## config.mk

```make
export PLATFORM = sky130hd
export DESIGN_NAME = raxi_rd_master_flat
export DESIGN_NICKNAME = d
export VERILOG_FILES = /design/src/rtl/raxi_pkg.sv /design/src/rtl/raxi_rd_master_if.sv /design/src/rtl/sync_fifo.sv /design/src/rtl/raxi_rd_master.sv /design/src/flat_wrapper.sv
export SDC_FILE = /design/constraint.sdc
export NUM_CORES = 1
export LEC_CHECK = 0
export ABC_AREA = 1
export CAP_MARGIN = 30
export CORE_ASPECT_RATIO = 1.5
export CORE_MARGIN = 5
export CORE_UTILIZATION = 50
export DETAILED_ROUTE_END_ITERATION = 12
export GPL_ROUTABILITY_DRIVEN = 0
export PLACE_DENSITY = 0.82
export SYNTH_ARGS = -nofsm -noshare
export SYNTH_HDL_FRONTEND = slang
export SYNTH_SLANG_ARGS = --single-unit
```

## constraint.sdc

```tcl
create_clock -name clk_i -period 5.2 [get_ports clk_i]
set_input_delay 1.04 -clock clk_i [delete_from_list [all_inputs] [get_ports clk_i]]
set_output_delay 1.04 -clock clk_i [all_outputs]
set_load 0.05 [all_outputs]
```

## src/rtl/raxi_pkg.sv

```systemverilog
// Shared AXI read-side types for the raxi read master.
// Contents:
//   axi_burst_e   - AXI burst encodings (FIXED / INCR / WRAP)
//   axi_resp_e    - AXI response encodings (OKAY / EXOKAY / SLVERR / DECERR)
//   rd_state_e    - read master FSM states
//   Axi4kBoundary - AXI page size a burst must never cross
//   min3          - smallest of three unsigned values (burst sizing)
package raxi_pkg;

    typedef enum logic [1:0] {
        BURST_FIXED = 2'b00,
        BURST_INCR  = 2'b01,
        BURST_WRAP  = 2'b10
    } axi_burst_e;

    typedef enum logic [1:0] {
        RESP_OKAY   = 2'b00,
        RESP_EXOKAY = 2'b01,
        RESP_SLVERR = 2'b10,
        RESP_DECERR = 2'b11
    } axi_resp_e;

    typedef enum logic [1:0] {
        IDLE  = 2'd0,
        ADDR  = 2'd1,
        DATA  = 2'd2,
        DRAIN = 2'd3
    } rd_state_e;

    localparam int Axi4kBoundary = 4096;

    function automatic int unsigned min3(input int unsigned a, input int unsigned b,
                                         input int unsigned c);
        int unsigned m;
        m = a;
        if (b < m) m = b;
        if (c < m) m = c;
        return m;
    endfunction

endpackage

```

## src/rtl/raxi_rd_master_if.sv

```systemverilog
// AXI4 read-address (AR) and read-data (R) channel bundle.
// Ports: none; carries AR{id,addr,len,size,burst,lock,cache,prot,valid,ready}
//        and R{id,data,resp,last,valid,ready}.
// Modports:
//   master - drives AR payload/valid and RREADY; samples ARREADY and R payload/valid
//   slave  - the mirror image
// Handshake: a transfer happens on the rising edge where valid && ready; the
// source holds payload and valid stable from valid rising until that edge.
interface raxi_rd_master_if #(
    parameter int AddrWidth = 32,
    parameter int DataWidth = 32,
    parameter int IdWidth   = 8
);
    logic [IdWidth-1:0]   arid;
    logic [AddrWidth-1:0] araddr;
    logic [7:0]           arlen;
    logic [2:0]           arsize;
    logic [1:0]           arburst;
    logic                 arlock;
    logic [3:0]           arcache;
    logic [2:0]           arprot;
    logic                 arvalid;
    logic                 arready;

    logic [IdWidth-1:0]   rid;
    logic [DataWidth-1:0] rdata;
    logic [1:0]           rresp;
    logic                 rlast;
    logic                 rvalid;
    logic                 rready;

    modport master (
        output arid, araddr, arlen, arsize, arburst, arlock, arcache, arprot, arvalid,
        input  arready,
        input  rid, rdata, rresp, rlast, rvalid,
        output rready
    );

    modport slave (
        input  arid, araddr, arlen, arsize, arburst, arlock, arcache, arprot, arvalid,
        output arready,
        output rid, rdata, rresp, rlast, rvalid,
        input  rready
    );
endinterface

```

## src/rtl/sync_fifo.sv

```systemverilog
// Single-clock first-word-fall-through FIFO.
// Ports:
//   clk_i, rst_i       clock, synchronous active-high reset (empties the FIFO)
//   push_i, data_i     write request and word (ignored when full)
//   pop_i              read request (ignored when empty)
//   data_o             head word, valid whenever empty_o is low
//   full_o, empty_o    occupancy flags
//   count_o            number of stored words (0..Depth)
module sync_fifo #(
    parameter int Width = 32,
    parameter int Depth = 4
) (
    input  logic                     clk_i,
    input  logic                     rst_i,
    input  logic                     push_i,
    input  logic [Width-1:0]         data_i,
    input  logic                     pop_i,
    output logic [Width-1:0]         data_o,
    output logic                     full_o,
    output logic                     empty_o,
    output logic [$clog2(Depth):0]   count_o
);
    localparam int PtrW = $clog2(Depth);

    logic [Width-1:0] r_mem [Depth];
    logic [PtrW-1:0]  r_wr_ptr;
    logic [PtrW-1:0]  r_rd_ptr;
    logic [PtrW:0]    r_count;
    logic             w_do_push;
    logic             w_do_pop;

    assign w_do_push = push_i && !full_o;
    assign w_do_pop  = pop_i && !empty_o;

    always_ff @(posedge clk_i) begin
        if (rst_i) begin
            r_wr_ptr <= '0;
            r_rd_ptr <= '0;
            r_count  <= '0;
        end else begin
            if (w_do_push) r_wr_ptr <= r_wr_ptr + 1'b1;
            if (w_do_pop)  r_rd_ptr <= r_rd_ptr + 1'b1;
            // Push and pop together leave the occupancy unchanged.
            case ({w_do_push, w_do_pop})
                2'b10:   r_count <= r_count + 1'b1;
                2'b01:   r_count <= r_count - 1'b1;
                default: r_count <= r_count;
            endcase
        end
    end

    // Storage needs no reset: nothing is read until it has been written.
    always_ff @(posedge clk_i) begin
        if (w_do_push) r_mem[r_wr_ptr] <= data_i;
    end

    assign data_o  = r_mem[r_rd_ptr];
    assign full_o  = (r_count == (PtrW+1)'(Depth));
    assign empty_o = (r_count == '0);
    assign count_o = r_count;
endmodule

```

## src/rtl/raxi_rd_master.sv

```systemverilog
// AXI4 read master: takes a (start address, word count) command, reads the
// region as INCR bursts (one in flight, never crossing a 4 KiB page) and
// delivers the words through a small FIFO as a valid/ready stream.
// Ports:
//   clk_i, rst_i                 clock, synchronous active-high reset
//   cmd_valid_i/cmd_ready_o      command handshake (ready only in IDLE)
//   cmd_addr_i, cmd_len_i        start byte address (sub-word bits dropped), word count
//   data_valid_o/data_ready_i    output stream handshake, data_o = FIFO head
//   busy_o, done_o, err_o        not idle / one-cycle completion pulse / sticky error
//   fifo_count_o, state_o        FIFO occupancy and FSM state for observation
//   m_axi                        AR/R channels (master modport)
module raxi_rd_master
    import raxi_pkg::*;
#(
    parameter int          AddrWidth = 32,
    parameter int          DataWidth = 32,
    parameter int          IdWidth   = 8,
    parameter int unsigned ReadId    = 0,
    parameter int          MaxBurst  = 16,
    parameter int          FifoDepth = 4,
    parameter int          LenWidth  = 16
) (
    input  logic                         clk_i,
    input  logic                         rst_i,
    input  logic                         cmd_valid_i,
    output logic                         cmd_ready_o,
    input  logic [AddrWidth-1:0]         cmd_addr_i,
    input  logic [LenWidth-1:0]          cmd_len_i,
    output logic                         data_valid_o,
    input  logic                         data_ready_i,
    output logic [DataWidth-1:0]         data_o,
    output logic                         busy_o,
    output logic                         done_o,
    output logic                         err_o,
    output logic [$clog2(FifoDepth):0]   fifo_count_o,
    output rd_state_e                    state_o,
    raxi_rd_master_if.master             m_axi
);
    localparam int                   Bytes       = DataWidth / 8;
    localparam int                   SizeLog     = $clog2(Bytes);
    localparam logic [AddrWidth-1:0] AddrLowMask = AddrWidth'(Bytes - 1);

    rd_state_e             r_state;
    rd_state_e             w_next_state;
    logic [AddrWidth-1:0]  r_addr;
    logic [LenWidth-1:0]   r_remaining;
    logic [8:0]            r_beat_cnt;
    logic                  r_err;
    logic                  r_done;

    logic                  w_cmd_hs;
    logic                  w_ar_hs;
    logic                  w_push;
    logic                  w_pop;
    logic                  w_last_beat;
    logic                  w_beat_err;
    logic [12:0]           w_bytes_to_4k;
    logic [8:0]            w_burst_beats;
    logic [DataWidth-1:0]  w_fifo_data;
    logic                  w_fifo_full;
    logic                  w_fifo_empty;

    // Burst length: limited by words left, MaxBurst and distance to the next
    // 4 KiB page. r_addr is word aligned, so the page limit is always >= 1.
    assign w_bytes_to_4k = 13'(Axi4kBoundary) - {1'b0, r_addr[11:0]};
    assign w_burst_beats = 9'(min3(32'(r_remaining), 32'(MaxBurst),
                                   32'(w_bytes_to_4k >> SizeLog)));

    assign w_cmd_hs    = cmd_valid_i && cmd_ready_o;
    assign w_ar_hs     = m_axi.arvalid && m_axi.arready;
    assign w_last_beat = (r_beat_cnt == 9'd1);
    // RLAST must be high exactly on the counted last beat of the burst.
    assign w_beat_err  = (m_axi.rresp != RESP_OKAY) ||
                         (m_axi.rid != IdWidth'(ReadId)) ||
                         (m_axi.rlast != w_last_beat);

    always_ff @(posedge clk_i) begin
        if (rst_i) r_state <= IDLE;
        else       r_state <= w_next_state;
    end

    always_comb begin
        w_next_state  = r_state;
        cmd_ready_o   = 1'b0;
        m_axi.arvalid = 1'b0;
        m_axi.rready  = 1'b0;
        w_push        = 1'b0;
        case (r_state)
            IDLE: begin
                cmd_ready_o = 1'b1;
                if (cmd_valid_i) w_next_state = (cmd_len_i == '0) ? DRAIN : ADDR;
            end
            ADDR: begin
                m_axi.arvalid = 1'b1;
                if (m_axi.arready) w_next_state = DATA;
            end
            DATA: begin
                // Back-pressure straight from the FIFO; a full FIFO never sees a push.
                m_axi.rready = !w_fifo_full;
                w_push       = m_axi.rvalid && !w_fifo_full;
                if (w_push && w_last_beat) begin
                    if (r_remaining != LenWidth'(1) && !r_err && !w_beat_err)
                        w_next_state = ADDR;
                    else
                        w_next_state = DRAIN;
                end
            end
            DRAIN: begin
                if (w_fifo_empty) w_next_state = IDLE;
            end
            default: w_next_state = IDLE;
        endcase
    end

    always_ff @(posedge clk_i) begin
        if (rst_i) begin
            r_addr      <= '0;
            r_remaining <= '0;
            r_beat_cnt  <= '0;
            r_err       <= 1'b0;
            r_done      <= 1'b0;
        end else begin
            r_done <= (r_state == DRAIN) && w_fifo_empty;
            if (w_cmd_hs) begin
                r_addr      <= cmd_addr_i & ~AddrLowMask;
                r_remaining <= cmd_len_i;
                r_err       <= 1'b0;
            end
            if (w_ar_hs) begin
                r_beat_cnt <= w_burst_beats;
                r_addr     <= r_addr + (AddrWidth'(w_burst_beats) << SizeLog);
            end
            if (w_push) begin
                r_beat_cnt  <= r_beat_cnt - 9'd1;
                r_remaining <= r_remaining - LenWidth'(1);
                if (w_beat_err) r_err <= 1'b1;
            end
        end
    end

    // AR payload is only presented in ADDR, so it reads as zero at reset/idle.
    assign m_axi.arid    = IdWidth'(ReadId);
    assign m_axi.araddr  = (r_state == ADDR) ? r_addr : '0;
    assign m_axi.arlen   = (r_state == ADDR) ? 8'(w_burst_beats - 9'd1) : 8'd0;
    assign m_axi.arsize  = (r_state == ADDR) ? 3'(SizeLog) : 3'd0;
    assign m_axi.arburst = (r_state == ADDR) ? BURST_INCR : BURST_FIXED;
    assign m_axi.arlock  = 1'b0;
    assign m_axi.arcache = 4'd0;
    assign m_axi.arprot  = 3'd0;

    sync_fifo #(
        .Width (DataWidth),
        .Depth (FifoDepth)
    ) u_fifo (
        .clk_i   (clk_i),
        .rst_i   (rst_i),
        .push_i  (w_push),
        .data_i  (m_axi.rdata),
        .pop_i   (w_pop),
        .data_o  (w_fifo_data),
        .full_o  (w_fifo_full),
        .empty_o (w_fifo_empty),
        .count_o (fifo_count_o)
    );

    assign w_pop        = data_valid_o && data_ready_i;
    assign data_valid_o = !w_fifo_empty;
    assign data_o       = w_fifo_empty ? '0 : w_fifo_data;
    assign busy_o       = (r_state != IDLE);
    assign done_o       = r_done;
    assign err_o        = r_err;
    assign state_o      = r_state;
endmodule

```

## src/flat_wrapper.sv

```systemverilog
// flat-port wrapper written by rule: the top's interface ports become plain ports
module raxi_rd_master_flat import raxi_pkg::*;
#(
    parameter int          AddrWidth = 32,
    parameter int          DataWidth = 32,
    parameter int          IdWidth   = 8,
    parameter int unsigned ReadId    = 0,
    parameter int          MaxBurst  = 16,
    parameter int          FifoDepth = 4,
    parameter int          LenWidth  = 16
)
  (clk_i, rst_i, cmd_valid_i, cmd_ready_o, cmd_addr_i, cmd_len_i, data_valid_o, data_ready_i, data_o, busy_o, done_o, err_o, fifo_count_o, state_o, m_axi_arid, m_axi_araddr, m_axi_arlen, m_axi_arsize, m_axi_arburst, m_axi_arlock, m_axi_arcache, m_axi_arprot, m_axi_arvalid, m_axi_arready, m_axi_rid, m_axi_rdata, m_axi_rresp, m_axi_rlast, m_axi_rvalid, m_axi_rready);
  raxi_rd_master_if #(.AddrWidth(AddrWidth), .DataWidth(DataWidth), .IdWidth(IdWidth)) m_axi_i ();
  input  logic clk_i;
  input  logic rst_i;
  input  logic cmd_valid_i;
  output logic cmd_ready_o;
  input  logic [AddrWidth-1:0] cmd_addr_i;
  input  logic [LenWidth-1:0] cmd_len_i;
  output logic data_valid_o;
  input  logic data_ready_i;
  output logic [DataWidth-1:0] data_o;
  output logic busy_o;
  output logic done_o;
  output logic err_o;
  output logic [$clog2(FifoDepth):0] fifo_count_o;
  output rd_state_e state_o;
  output wire logic [$bits(m_axi_i.arid)-1:0] m_axi_arid;
  output wire logic [$bits(m_axi_i.araddr)-1:0] m_axi_araddr;
  output wire logic [$bits(m_axi_i.arlen)-1:0] m_axi_arlen;
  output wire logic [$bits(m_axi_i.arsize)-1:0] m_axi_arsize;
  output wire logic [$bits(m_axi_i.arburst)-1:0] m_axi_arburst;
  output wire logic [$bits(m_axi_i.arlock)-1:0] m_axi_arlock;
  output wire logic [$bits(m_axi_i.arcache)-1:0] m_axi_arcache;
  output wire logic [$bits(m_axi_i.arprot)-1:0] m_axi_arprot;
  output wire logic [$bits(m_axi_i.arvalid)-1:0] m_axi_arvalid;
  input wire logic [$bits(m_axi_i.arready)-1:0] m_axi_arready;
  input wire logic [$bits(m_axi_i.rid)-1:0] m_axi_rid;
  input wire logic [$bits(m_axi_i.rdata)-1:0] m_axi_rdata;
  input wire logic [$bits(m_axi_i.rresp)-1:0] m_axi_rresp;
  input wire logic [$bits(m_axi_i.rlast)-1:0] m_axi_rlast;
  input wire logic [$bits(m_axi_i.rvalid)-1:0] m_axi_rvalid;
  output wire logic [$bits(m_axi_i.rready)-1:0] m_axi_rready;
  assign m_axi_arid = m_axi_i.arid;
  assign m_axi_araddr = m_axi_i.araddr;
  assign m_axi_arlen = m_axi_i.arlen;
  assign m_axi_arsize = m_axi_i.arsize;
  assign m_axi_arburst = m_axi_i.arburst;
  assign m_axi_arlock = m_axi_i.arlock;
  assign m_axi_arcache = m_axi_i.arcache;
  assign m_axi_arprot = m_axi_i.arprot;
  assign m_axi_arvalid = m_axi_i.arvalid;
  assign m_axi_i.arready = m_axi_arready;
  assign m_axi_i.rid = m_axi_rid;
  assign m_axi_i.rdata = m_axi_rdata;
  assign m_axi_i.rresp = m_axi_rresp;
  assign m_axi_i.rlast = m_axi_rlast;
  assign m_axi_i.rvalid = m_axi_rvalid;
  assign m_axi_rready = m_axi_i.rready;
  raxi_rd_master #(.AddrWidth(AddrWidth), .DataWidth(DataWidth), .IdWidth(IdWidth), .ReadId(ReadId), .MaxBurst(MaxBurst), .FifoDepth(FifoDepth), .LenWidth(LenWidth)) u_core (.clk_i(clk_i), .rst_i(rst_i), .cmd_valid_i(cmd_valid_i), .cmd_ready_o(cmd_ready_o), .cmd_addr_i(cmd_addr_i), .cmd_len_i(cmd_len_i), .data_valid_o(data_valid_o), .data_ready_i(data_ready_i), .data_o(data_o), .busy_o(busy_o), .done_o(done_o), .err_o(err_o), .fifo_count_o(fifo_count_o), .state_o(state_o), .m_axi(m_axi_i));
endmodule
```

### Word-level counts from Yosys, hierarchy flattened

Memory sizes are Yosys's and may differ from the RTL's. A register that Yosys moved wholly into a read port is not among the register bits.
Cells that the tools add are included.

* memories kept: 1
* word-level logic and storage cells: 93
* output and inout port bits: 105
* input port bits: 97
* register bits after elaboration: 68
* bits in writable memories: 128

Memories
* u_core.u_fifo.r_mem: depth 4, bits a word 32, read ports 1, clocked after memory_dff 1, write ports 1, RTL line sync_fifo.sv:25 `logic [Width-1:0] r_mem [Depth];`

* $add $sub $neg: 9
* reduce and logical (&&, ||, !) cells: 27
* equality and inequality tests: 13
* muxes and demuxes: 32
* order comparisons: 2

Operators by type and width (number)
* $mux W32: 4
* $mux W16: 3
* $add A32 B11 Y32: 1
* $mux W9: 3
* $mux W2: 9
* $logic_not A16 Y1: 1
* $lt A11 B16 Y1: 1
* $lt A5 B16 Y1 const A: 1
* $ne A16 B1 Y1 const B: 1
* $sub A16 B1 Y16 const B: 1
* $sub A13 B12 Y13 const A: 1
* $reduce_bool A2 Y1: 6
* $logic_and A1 B1 Y1: 10
* $mux W1: 10
* $eq A9 B1 Y1 const B: 1
* $sub A9 B1 Y9 const B: 1
* $mux W8: 1
* $pmux W2 S4: 1
* $reduce_bool A8 Y1: 1
* $sub A8 B1 Y8 const B: 1
* $eq A2 B2 Y1 const B: 3
* $pmux W3 S2: 1
* $add A2 B1 Y2 const B: 2
* $eq A2 B1 Y1 const B: 2
* 11 further kinds: 17

### Longest topological paths before layout

Gate-level depths: netlist of the first run.

* depth after elaboration: 8
* gate-level depth with buffers: 37
* mapped depth without buffers: 37

### By module

A second synthesis of the first run with hierarchy kept.

* cells, all modules: 1270
* area total of the unflattened synthesis: 10655.2 um2

Modules (own cells, without submodules)
* raxi_rd_master: sequential area each 1181.1 um2, cells an instance 891, area an instance 5378.9 um2, times used 1
* sync_fifo: sequential area each 4023.9 um2, cells an instance 379, area an instance 5276.3 um2, times used 1

### Least setup slack after synthesis of the first run

No wires, ideal clock.

* path type: flip-flop to output port
* start: register u_core.r_addr[2]
* end: output port m_axi_arlen[6]
* required time: 4.160 ns
* setup slack: 0.729 ns
* buffers on the path: 0
* cell stages (with the launch flop): 21
* data arrival time: 3.431 ns
* path through: dfxtp_1 nor3_1 nand3_1 nor2_1 inv_1 nor3_1 xor2_1 inv_1 ha_1 nand2_1 inv_1 a221oi_2 nand2_4 nand2_1 nand2_2 ha_1 nand2_2 nor2_4 nand3_1 nand2_1 nor2_1

* word-level cells in the longest chain between the ends: 5

Ends and longest elaborated chain
* from (decl): RTL line raxi_rd_master.sv:45 `logic [AddrWidth-1:0] r_addr;`
* from (signal assigned): RTL line raxi_rd_master.sv:125 `r_addr <= cmd_addr_i & ~AddrLowMask;`
* from (signal assigned): RTL line raxi_rd_master.sv:131 `r_addr <= r_addr + (AddrWidth'(w_burst_beats) << SizeLog);`
* $sub A13 B12 Y13 (*): RTL line raxi_rd_master.sv:65 `assign w_bytes_to_4k = 13'(Axi4kBoundary) - {1'b0, r_addr[11:0]};`
* $lt A11 B16 Y1: RTL line raxi_pkg.sv:37 `if (c < m) m = c;`
* $mux W9 (*): RTL line raxi_pkg.sv:37
* $sub A8 B1 Y8 (*): RTL line raxi_rd_master.sv:144 `assign m_axi.arlen = (r_state == ADDR) ? 8'(w_burst_beats - 9'd1) : 8'd0;`
* $mux W8 (*): RTL line raxi_rd_master.sv:144
* to (decl): RTL line flat_wrapper.sv:30 `output wire logic [$bits(m_axi_i.arlen)-1:0] m_axi_arlen;`

Mark *: on every way between the ends. The rest lies on a longest branch, timed or not.

### Final worst setup path of the first run

* start: register u_core.r_addr[2]
* end: output port m_axi_arlen[1]

Same word-level chain as after synthesis.

==> flow_metrics.py, run 1 <==
metrics = {
    "run_status": {
        "status": "complete, no violations",
    },
    "synth": {
        "synth_area_um2": 10500,
        "ys_ff_latch": 196,
        "async_reset_ff_share_pct": 0,
        "ys_seq_area_share_pct": 49.6,
        "synth.distinct_cells": 53,
        "syn_inst": 1263,
        "syn_area_per_cell_um2": 8.31,
        "yosys_warnings": 0,
        "synth_edf_count": 128,
        "synth_ff_type": "edfxtp_1",
    },
    "global_routing": {
        "grt_max_degree": 65,
        "grt_pass1_wl_um": 44700,
        "antenna_found_initial": 0,
        "first_global_vias": 9368,
        "overflow": 0,
        "grt_use_total_pct": 23.2,
    },
    "worst_setup_path": {
        "rrSetupSlack_ns": 0.39,
        "critical_path_class": "register to output pin",
        "timing.rr.start": "u_core.r_addr[2]$_SDFFE_PP0P_",
        "r2r_cells": 29,
        "cp-start-kind": "register",
        "cp.required_ns": 4.16,
        "cp.arrival_ns": 3.88,
        "cp_max_fo": 8,
        "r2r_end": "u_core.r_addr[28]$_SDFFE_PP0P_",
        "worst_setup_path_end_kind": "output pin",
    },
    "cells_and_area": {
        "fillCellCount": 1693,
        "drive_gt1_share_pct": 7.61,
        "ff_latch_area_um2": 5210,
        "area_growth_pct": 25.0,
        "fin_util_pct": 62.8,
        "diodes": 0,
        "fin_nets": 1563,
        "multi_input_area_um2": 4570,
        "fin_area_um2": 13100,
    },
    "drt": {
        "drc_errors": 0,
        "wire_per_inst_um": 16.4,
        "postRouteAntennaNets": 0,
        "wl_um": 28100,
        "num_vias": 9345,
        "drtPass1Iterations": 5,
        "avgViaCountPerCell": 5.46,
        "drtIter0Drc": 580,
    },
    "timing": {
        "fmax_ghz": 0.203,
        "skew_ns": 0.0109,
        "maxSlewViolCount": 0,
        "finalHoldWorstSlack_ns": 0.478,
        "setup_viol": 0,
        "worst_slew_pin_slew_ns": 0.827,
        "finalCritPeriodShare_pct": 94.6,
        "finalHoldViolCount": 0,
        "maxSlewHeadroom_pct": 44.5,
        "finalCriticalPeriod_ns": 4.92,
        "worst_slack_ns": 0.281,
    },
    "power_and_ir_drop": {
        "power_uw": 8020,
        "power_leakage_uw": 0.00494,
        "swShare_pct": 49.0,
        "vdd_drop_max_v": 0.000291,
        "clkPwrFrac_pct": 16.4,
        "power.net_switching_uw": 3930,
        "power_density_nw_per_um2": 611,
        "comb_power_share_pct": 57.5,
        "power.internal_uw": 4090,
        "seq_power_share_pct": 26.0,
    },
    "floorplan": {
        "die_area_um2": 24100,
        "start_util_pct": 50.2,
        "fp.dieH_um": 187,
        "die_x_um": 128,
        "rows": 65,
        "io_pins": 202,
        "core_um2": 20900,
    },
    "clock_network": {
        "clk_path_buf_depth": 2,
        "path_clk_slew_ns": 0.08,
        "cts_sinks": 196,
        "cts_root_buffer": "clkbuf_16",
        "clk_latency_ns": 0.45,
        "ctsHoldBuffers": 0,
        "cts_max_level": 4,
        "cts_buffers": 17,
        "cts_tree": "built",
    },
    "placed_design": {
        "io_buffers": 178,
        "pre_cts_slack_ns": 0.194,
        "placed_area_um2": 12500,
        "post-dp-hpwl_um": 19500,
    },
    "flow_run": {
        "max_cap_violations": 0,
    },
    "hold_path": {
        "worstHoldStart": "u_core.u_fifo.r_rd_ptr[1]$_SDFFE_PP0P_",
        "min_path_cells": 2,
        "hp-class": "register to register",
    },
}
## stage by stage
step | cells | TNS, ns
finish | 1713 | 0
detailed placement | 1678 | 0
global placement | 1678 | 0
CTS | 1710 | 0
floorplan | 1288 | 0
global route | 1713 | -0.0126
## synthesized netlist by cell type, types with 4 or more instances
master	n	area [um^2]
nor2_4	4	45.0
nor2_2	6	37.5
o221ai_1	6	52.6
nor4_1	9	56.3
clkbuf_1	42	158
nand2_2	11	68.8
nor3_1	20	100
dfxtp_1	68	1360
nand3_1	48	240
buf_1	7	26.3
o211ai_1	14	105
edfxtp_1	128	3840
o31ai_1	4	30.0
nand4_1	8	50.1
inv_2	5	18.8
or2_2	7	43.8
ha_1	32	400
o22ai_1	4	25.0
buf_4	23	173
nor2_1	237	890
inv_1	121	454
o21ai_1	6	30.0
xor2_1	18	158
o21ai_0	101	505
a31oi_1	12	75.1
a221oi_1	5	43.8
a21oi_1	105	526
nand2_1	172	646
## power by group through the flow
stage                     Sequential (uW)  Combinational (uW)  Clock, uW
after floorplan                      2100                3350          0
after global placement               2100                4450          0
after detailed placement             2110                4550          0
after CTS                            2080                4570       1340
after global routing                 2110                5110       1410
final                                2090                4610       1320
## worst max path at each step
| stage | from | to | slack [ns] | depth (start not counted) |
|---|---|---|---|---|
| after floorplan | u_core.r_addr[2]$_SDFFE_PP0P_ | m_axi_arlen[6] | 0.73 | 20 |
| after global placement | u_core.r_addr[3]$_SDFFE_PP0P_ | u_core.r_addr[26]$_SDFFE_PP0P_ | 0.31 | 32 |
| after detailed placement | u_core.r_addr[3]$_SDFFE_PP0P_ | u_core.r_addr[28]$_SDFFE_PP0P_ | 0.19 | 32 |
| after CTS | u_core.r_addr[3]$_SDFFE_PP0P_ | m_axi_arlen[3] | 0.03 | 18 |
| after global routing | u_core.r_remaining[1]$_SDFFE_PP0P_ | u_core.r_addr[26]$_SDFFE_PP0P_ | -0.01 | 35 |
| final | u_core.r_addr[2]$_SDFFE_PP0P_ | m_axi_arlen[1] | 0.28 | 15 |
## flip-flops by register name, summed over array words and instances, names as in the netlist, 2 cells and up, named ones only
name	flops
u_core.u_fifo.r_mem	128
u_core.r_addr	30
u_core.r_remaining	16
u_core.r_beat_cnt	9
u_core.u_fifo.count_o	3
u_core.state_o	2
u_core.u_fifo.r_rd_ptr	2
u_core.u_fifo.r_wr_ptr	2
## critical path: stages, from the launching register on
cell and delay (ns):
dfxtp_1 0.34, inv_1 0.19, ha_1 0.23, nand3_1 0.17, nor4_1 0.25, ha_1 0.31
nand2_1 0.10, inv_1 0.05, a221oi_2 0.23, buf_4 0.21, nand2_4 0.10, nand2_1 0.08
nand2_2 0.10, ha_1 0.31, nor2_1 0.19, dlygate4sd2_1 0.56
## cell families (layout without fill, tap and decap cells)
group / count (synthesis) / in the layout / share of synthesized area [%]
other cells: 2 / 27 / 0.0715
flops: 196 / 196 / 49.6
fa+ha+maj: 34 / 34 / 4.19
simple gates: 533 / 533 / 21.7
buf+inv: 203 / 360 / 8.10
compound gates: 274 / 274 / 14.6
xor+xnor: 21 / 21 / 1.75
## per-layer routing
layer | part of all wire [%] | track usage, % | wire, um | vias up
met5 | 0 | 0 | 0 | -
met4 | 3.5 | 10.4 | 994 | 0
met3 | 7.4 | 4.31 | 2070 | 73
met2 | 52 | 42.0 | 14700 | 388
met1 | 37 | 26.0 | 10400 | 4343
li1 | - | - | - | 4541
## cell usage in the layout (no fill, tap or decap), types with 7 or more instances in the layout
cell and count:
a21oi_1 105, a31oi_1 12, buf_4 24, clkbuf_16 19, clkdlybuf4s50_1 170, conb_1 27, dfxtp_1 67, edfxtp_1 128
ha_1 31, inv_1 120, nand2_1 172, nand2_2 11, nand3_1 48, nand4_1 8, nor2_1 231, nor2_2 11
nor3_1 18, nor4_1 9, o211ai_1 14, o21ai_0 101, or2_2 7, xor2_1 18
## area by class of cell
class                      instances  share of cell area (%)
sequential                       196                    39.7
multi-input combinational        889                    34.8
timing repair buffer             199                    14.7
inverter                         129                    3.69
clock buffer                      20                    3.65
tap                              268                    2.55
clock inverter                    12                   0.963
## timing repair
| item | 4_1_cts | 5_1_grt |
|---|---|---|
| setup buffers | 0 | 3 |
| endpoints found under the setup margin | 3 | 11 |
| pin swaps | 0 | 4 |
| endpoints found under the hold margin | 0 | 0 |
| resized for setup | 3 | 6 |
No activity file was read; power rests on OpenSTA's default activity.
==> inputs of run 2 (changes only) <==
PLACE_DENSITY = 0.89   (was 0.82)
==> run 2 against run 1 <==
Global-route usage is 1.2 points higher. Sequential power about the same. Worst setup slack better by 0.016 ns. Via count grew 2.3%. Critical path depth up 8. Design area grew 0.59%. Non-clock buffer count fell by 2.
==> flow_metrics.py, run 2 (synthesis gave the netlist of run 1 again) <==
metrics = {
    "run_status": {
        "status": "complete, no violations",
    },
    "clock_network": {
        "cts_root_buffer": "clkbuf_16",
        "post_cts_buffers": 0,
        "clk_latency_ns": 0.44,
        "cts_buffers": 17,
        "clk_path_buf_depth": 2,
        "cts_max_level": 4,
        "path_clk_slew_ns": 0.07,
        "cts_tree": "built",
        "cts_sinks": 196,
    },
    "timing": {
        "fmax_ghz": 0.204,
        "worst_slew_pin_slew_ns": 0.730,
        "tns_ns": 0,
        "maxSlewHeadroom_pct": 51.2,
        "finalCritPeriodShare_pct": 94.3,
        "setup_viol": 0,
        "skew_ns": 0.0118,
        "finalHoldViolCount": 0,
        "maxSlewViolCount": 0,
        "grt_setup_unrepaired": "no",
        "finalCriticalPeriod_ns": 4.90,
    },
    "flow_run": {
        "max_cap_violations": 0,
    },
    "cells_and_area": {
        "largest_register_ffs": 128,
        "fin_util_pct": 63.2,
        "reg.largest.list": "u_core.u_fifo.r_mem: 128 flops, u_core.r_addr: 30 flops, u_core.r_remaining: 16 flops",
        "multi_input_area_um2": 4610,
        "fillCellCount": 1599,
        "fin_nets": 1561,
        "largest-register": "u_core.u_fifo.r_mem",
        "area_growth_pct": 25.8,
        "ff_latch_area_um2": 5210,
        "mostFrequentLayoutCells": "231 x nor2_1, 172 x nand2_1, 170 x clkdlybuf4s50_1",
        "drive_gt1_share_pct": 7.42,
        "final_common_cell": "nor2_1",
        "diodes": 0,
    },
    "floorplan": {
        "rows": 65,
        "io_pins": 202,
        "die_area_um2": 24100,
        "fp.dieH_um": 187,
        "start_util_pct": 50.2,
        "die_x_um": 128,
        "core_um2": 20900,
    },
    "worst_setup_path": {
        "cp.depth": 23,
        "cp.required_ns": 4.16,
        "worst_setup_path_end_kind": "output pin",
        "cp.arrival_ns": 3.86,
        "crit_chain": "nor3_4 -> nand3_1 -> nor2_1 -> inv_1 -> nor2_1 -> xor2_1 -> ha_1 -> nand2_1 -> nor2_1 -> a211oi_1 -> nand2_2 -> nand2_4 -> nand2_4 -> buf_4 -> nand2_1 -> nand2_2 -> ha_1 -> nand2_2 -> nor2_4 -> nand3_1 -> nand2_1 -> nor2_1 -> buf_4",
        "critPathMaxStageDelay_ns": 0.35,
        "slowest_stage": "dfxtp_1",
        "critical_path_class": "register to output pin",
        "r2r_cells": 32,
        "cp-start-kind": "register",
        "crit_path_frequent_cell": "nor2_1",
        "cp_top_family": "simple AND/OR/NAND/NOR gates",
        "cp_max_fo": 8,
        "critPathBufInv": 3,
    },
    "drt": {
        "drc_errors": 0,
        "num_vias": 9563,
        "postRouteAntennaNets": 0,
        "avgViaCountPerCell": 5.59,
        "drtIter0Drc": 768,
        "wl_um": 29800,
        "drtPass1Iterations": 6,
        "wire_per_inst_um": 17.4,
    },
    "global_routing": {
        "grt_max_degree": 65,
        "use_met1_pct": 27.4,
        "overflow": 0,
        "grt_use_met3_pct": 4.77,
        "use_met2_pct": 43.9,
        "first_global_vias": 9535,
        "antenna_found_initial": 1,
        "top_usage_layer": "met2",
        "grt_pass1_wl_um": 46600,
        "grt_use_total_pct": 24.4,
    },
    "placed_design": {
        "io_buffers": 178,
        "post-dp-hpwl_um": 20600,
    },
    "power_and_ir_drop": {
        "power_leakage_uw": 0.00494,
        "vdd_drop_max_v": 0.000356,
        "power_density_nw_per_um2": 612,
    },
    "hold_path": {
        "min_path_cells": 2,
        "hp-class": "register to register",
    },
}
## run 2: cell types whose count changed in the layout (fill, tap and decap cells not counted), sizes merged
cell          before  now
buf               25   26
dlygate4sd2        3    1
inv              133  132
dlymetal6s2s       1    0
bufinv             0    2
clkinv             8    7
## run 2: final timing paths
check	startpoint	endpoint	slack [ns]
worst min register to register	u_core.r_remaining[7]$_SDFFE_PP0P_	u_core.r_remaining[7]$_SDFFE_PP0P_	0.48
worst max register to register	u_core.r_addr[2]$_SDFFE_PP0P_	u_core.r_addr[28]$_SDFFE_PP0P_	0.36
worst min-delay path	u_core.r_remaining[7]$_SDFFE_PP0P_	u_core.r_remaining[7]$_SDFFE_PP0P_	0.48
worst max-delay path	u_core.r_addr[2]$_SDFFE_PP0P_	m_axi_arlen[6]	0.30
## run 2: area by class of cell
class,count,area share (%)
Tap cell,268,2.54
Timing Repair Buffer,197,15.0
Sequential cell,196,39.4
Multi-Input combinational cell,889,34.9
Clock buffer,20,3.31
Inverter,129,3.67
Clock inverter,12,1.08
## run 2: stage by stage
step	setup WS, ns	hold WS, ns	std cells	total power (uW)	area, um^2
3_5_place_dp	0.250	0.463	1679	6690	12600
2_1_floorplan	0.729	0.436	1288	5450	10600
3_3_place_gp	0.451	0.450	1675	6550	12500
4_1_cts	0.122	0.473	1711	8010	13200
5_1_grt	0.0221	0.496	1711	8670	13200
6_report	0.297	0.479	1711	8080	13200
## run 2: timing repair
action,in CTS,in global routing
resized for setup,1,7
hold buffers,0,0
endpoints found under the setup margin,1,12
## run 2: report_power, final
group | switching (uW) | internal [uW]
Sequential | 207 | 1890
Combinational | 3170 | 1510
Clock | 576 | 719
## run 2: tightest hold or removal path, stage by stage (launching register included)
cell	delay, ns
dfxtp_1	0.31
nand3_1	0.07
a21oi_1	0.05
## run 2: routing by layer
layer	vias to the layer above	wire length, um	share of wire, %
li1	4542	-	-
met1	4422	10600	36
met2	499	15500	52
met3	98	2450	8.2
met4	2	1220	4.1
met5	-	13	0.044
==> inputs of run 3 (changes only) <==
clock period = 6.1 ns   (was 5.2 ns; I/O delays follow)
==> run 3 against run 2 <==
Power fell by 15%. Register-to-register slack improved by 0.58 ns. Via count is 0.74% lower. Critical path type unchanged. Highest routed layer is now met4.
==> flow_metrics.py, run 3 (synthesis gave the netlist of run 1 again) <==
metrics = {
    "global_routing": {
        "top_usage_layer": "met2",
        "grt_max_degree": 65,
        "overflow": 0,
        "grt_pass1_wl_um": 46000,
        "grt_use_met3_pct": 4.06,
        "first_global_vias": 9499,
        "grt_use_total_pct": 23.9,
        "antenna_found_initial": 0,
        "use_met2_pct": 44.0,
        "use_met1_pct": 26.4,
    },
    "cells_and_area": {
        "final_common_cell": "nor2_1",
        "largest-register": "u_core.u_fifo.r_mem",
        "mostFrequentLayoutCells": "232 x nor2_1, 178 x clkdlybuf4s50_1, 172 x nand2_1",
        "reg.largest.list": "u_core.u_fifo.r_mem: 128 flops, u_core.r_addr: 30 flops, u_core.r_remaining: 16 flops",
        "area_growth_pct": 25.3,
        "fin_nets": 1557,
        "fillCellCount": 1621,
        "largest_register_ffs": 128,
        "diodes": 0,
        "drive_gt1_share_pct": 6.67,
        "final_cells": 1707,
    },
    "drt": {
        "drc_errors": 0,
        "wire_per_inst_um": 17.0,
        "avgViaCountPerCell": 5.56,
        "postRouteAntennaNets": 0,
        "drtPass1Iterations": 7,
        "drtIter0Drc": 737,
        "wl_um": 29000,
        "num_vias": 9492,
    },
    "timing": {
        "maxSlewHeadroom_pct": 43.7,
        "tns_ns": 0,
        "skew_ns": 0.0200,
        "fmax_ghz": 0.176,
        "finalHoldViolCount": 0,
        "maxSlewViolCount": 0,
        "finalCritPeriodShare_pct": 92.9,
        "finalCriticalPeriod_ns": 5.67,
        "worst_slew_pin_slew_ns": 0.843,
        "setup_viol": 0,
        "grt_setup_unrepaired": "no",
    },
    "flow_run": {
        "max_cap_violations": 0,
    },
    "floorplan": {
        "io_pins": 202,
        "start_util_pct": 50.2,
        "die_x_um": 128,
        "fp.dieH_um": 187,
        "rows": 65,
        "die_area_um2": 24100,
        "core_um2": 20900,
    },
    "clock_network": {
        "cts_resized": 0,
        "cts_tree": "built",
        "cts_sinks": 196,
        "clk_path_buf_depth": 2,
        "cts_root_buffer": "clkbuf_16",
        "cts_max_level": 4,
        "path_clk_slew_ns": 0.09,
        "clk_latency_ns": 0.45,
        "ctsHoldBuffers": 0,
        "cts_buffers": 17,
        "post_cts_buffers": 0,
    },
    "worst_setup_path": {
        "cp-start-kind": "register",
        "cp.arrival_ns": 4.45,
        "rrSetupSlack_ns": 0.94,
        "cp_max_fo": 8,
        "crit_chain": "nor3_1 -> nand3_1 -> nor2_1 -> inv_1 -> nor2_1 -> xor2_1 -> ha_1 -> nand2_1 -> nor2_1 -> a211oi_1 -> nand2_2 -> nand2_4 -> nand2_4 -> nand2_1 -> nand2_2 -> ha_1 -> nand2_2 -> nor2_4 -> nand3_1 -> nand2_1 -> nor2_1 -> clkdlybuf4s50_1",
        "slowest_stage": "clkdlybuf4s50_1",
        "crit_path_frequent_cell": "nor2_1",
        "worst_setup_path_end_kind": "output pin",
        "cp.required_ns": 4.88,
        "critPathMaxStageDelay_ns": 0.87,
        "critical_path_class": "register to output pin",
    },
    "placed_design": {
        "place_inst": 1675,
        "post-dp-hpwl_um": 20000,
        "io_buffers": 178,
    },
    "power_and_ir_drop": {
        "power_leakage_uw": 0.00489,
        "power_density_nw_per_um2": 524,
        "vdd_drop_max_v": 0.000299,
    },
    "run_status": {
        "status": "complete, no violations",
    },
    "hold_path": {
        "hp-class": "register to register",
    },
}
## run 3: changes by cell type in the layout (fill, tap and decap cells not counted), sizes merged
cell           before  now
buf                26   15
clkdlybuf4s50     170  178
clkbuf             20   17
inv               132  134
clkinv              7    8
dlygate4sd2         1    0
## run 3: cell type report
| type | count | area [um^2] | share of cell area (%) |
|---|---|---|---|
| timing repair buffer | 193 | 1940 | 14.8 |
| sequential | 196 | 5210 | 39.6 |
| clock inverter | 15 | 190 | 1.45 |
| inverter | 129 | 484 | 3.68 |
| clock buffer | 17 | 425 | 3.23 |
| tap | 268 | 335 | 2.55 |
| multi-input combinational | 889 | 4570 | 34.8 |
## run 3: report_power, final
part | leakage, uW | internal (uW) | switching, uW
combinational | 0.00287 | 1280 | 2670
clock | 0.000305 | 627 | 542
sequential | 0.00171 | 1610 | 169
total | 0.00489 | 3520 | 3380
## run 3: worst paths after layout
check / from / depth (start not counted) / endpoint
worst max-delay path: u_core.r_addr[2]$_SDFFE_PP0P_ / 22 / m_axi_arlen[6]
worst min-delay path: u_core.u_fifo.r_rd_ptr[0]$_SDFFE_PP0P_ / 1 / register
worst max register to register: u_core.r_addr[2]$_SDFFE_PP0P_ / 32 / u_core.r_addr[26]$_SDFFE_PP0P_
worst min register to register: u_core.u_fifo.r_rd_ptr[0]$_SDFFE_PP0P_ / 1 / register
## run 3: worst max-delay path, delay by kind of cell, from the launching register on
family / cells / cell delay, ns
xor gates and xnor gates: 1 / 0.20
DFF: 1 / 0.34
buffers and inverters: 2 / 0.96
and+or+nand+nor: 16 / 1.73
AOI/OAI and AO/OA: 1 / 0.23
adders and majority gates: 2 / 0.52
## run 3: layer usage
metal	up-vias	part of all wire, %
li1	4535	-
met1	4393	35
met2	466	53
met3	98	8.4
met4	0	3.4
met5	-	0
## run 3: through the flow
stage / cell area (um^2) / hold slack [ns] / util, % / total power [uW] / worst slack [ns]
finish: 13200 / 0.485 / 63.0 / 6900 / 0.431
global route: 13200 / 0.510 / 63.0 / 7380 / 0.129
CTS: 13200 / 0.485 / 63.0 / 6880 / 0.433
detailed placement: 12500 / 0.473 / 60.0 / 5680 / 0.942
global placement: 12500 / 0.452 / 59.6 / 5570 / 1.02
floorplan: 10600 / 0.436 / - / 4640 / 1.45
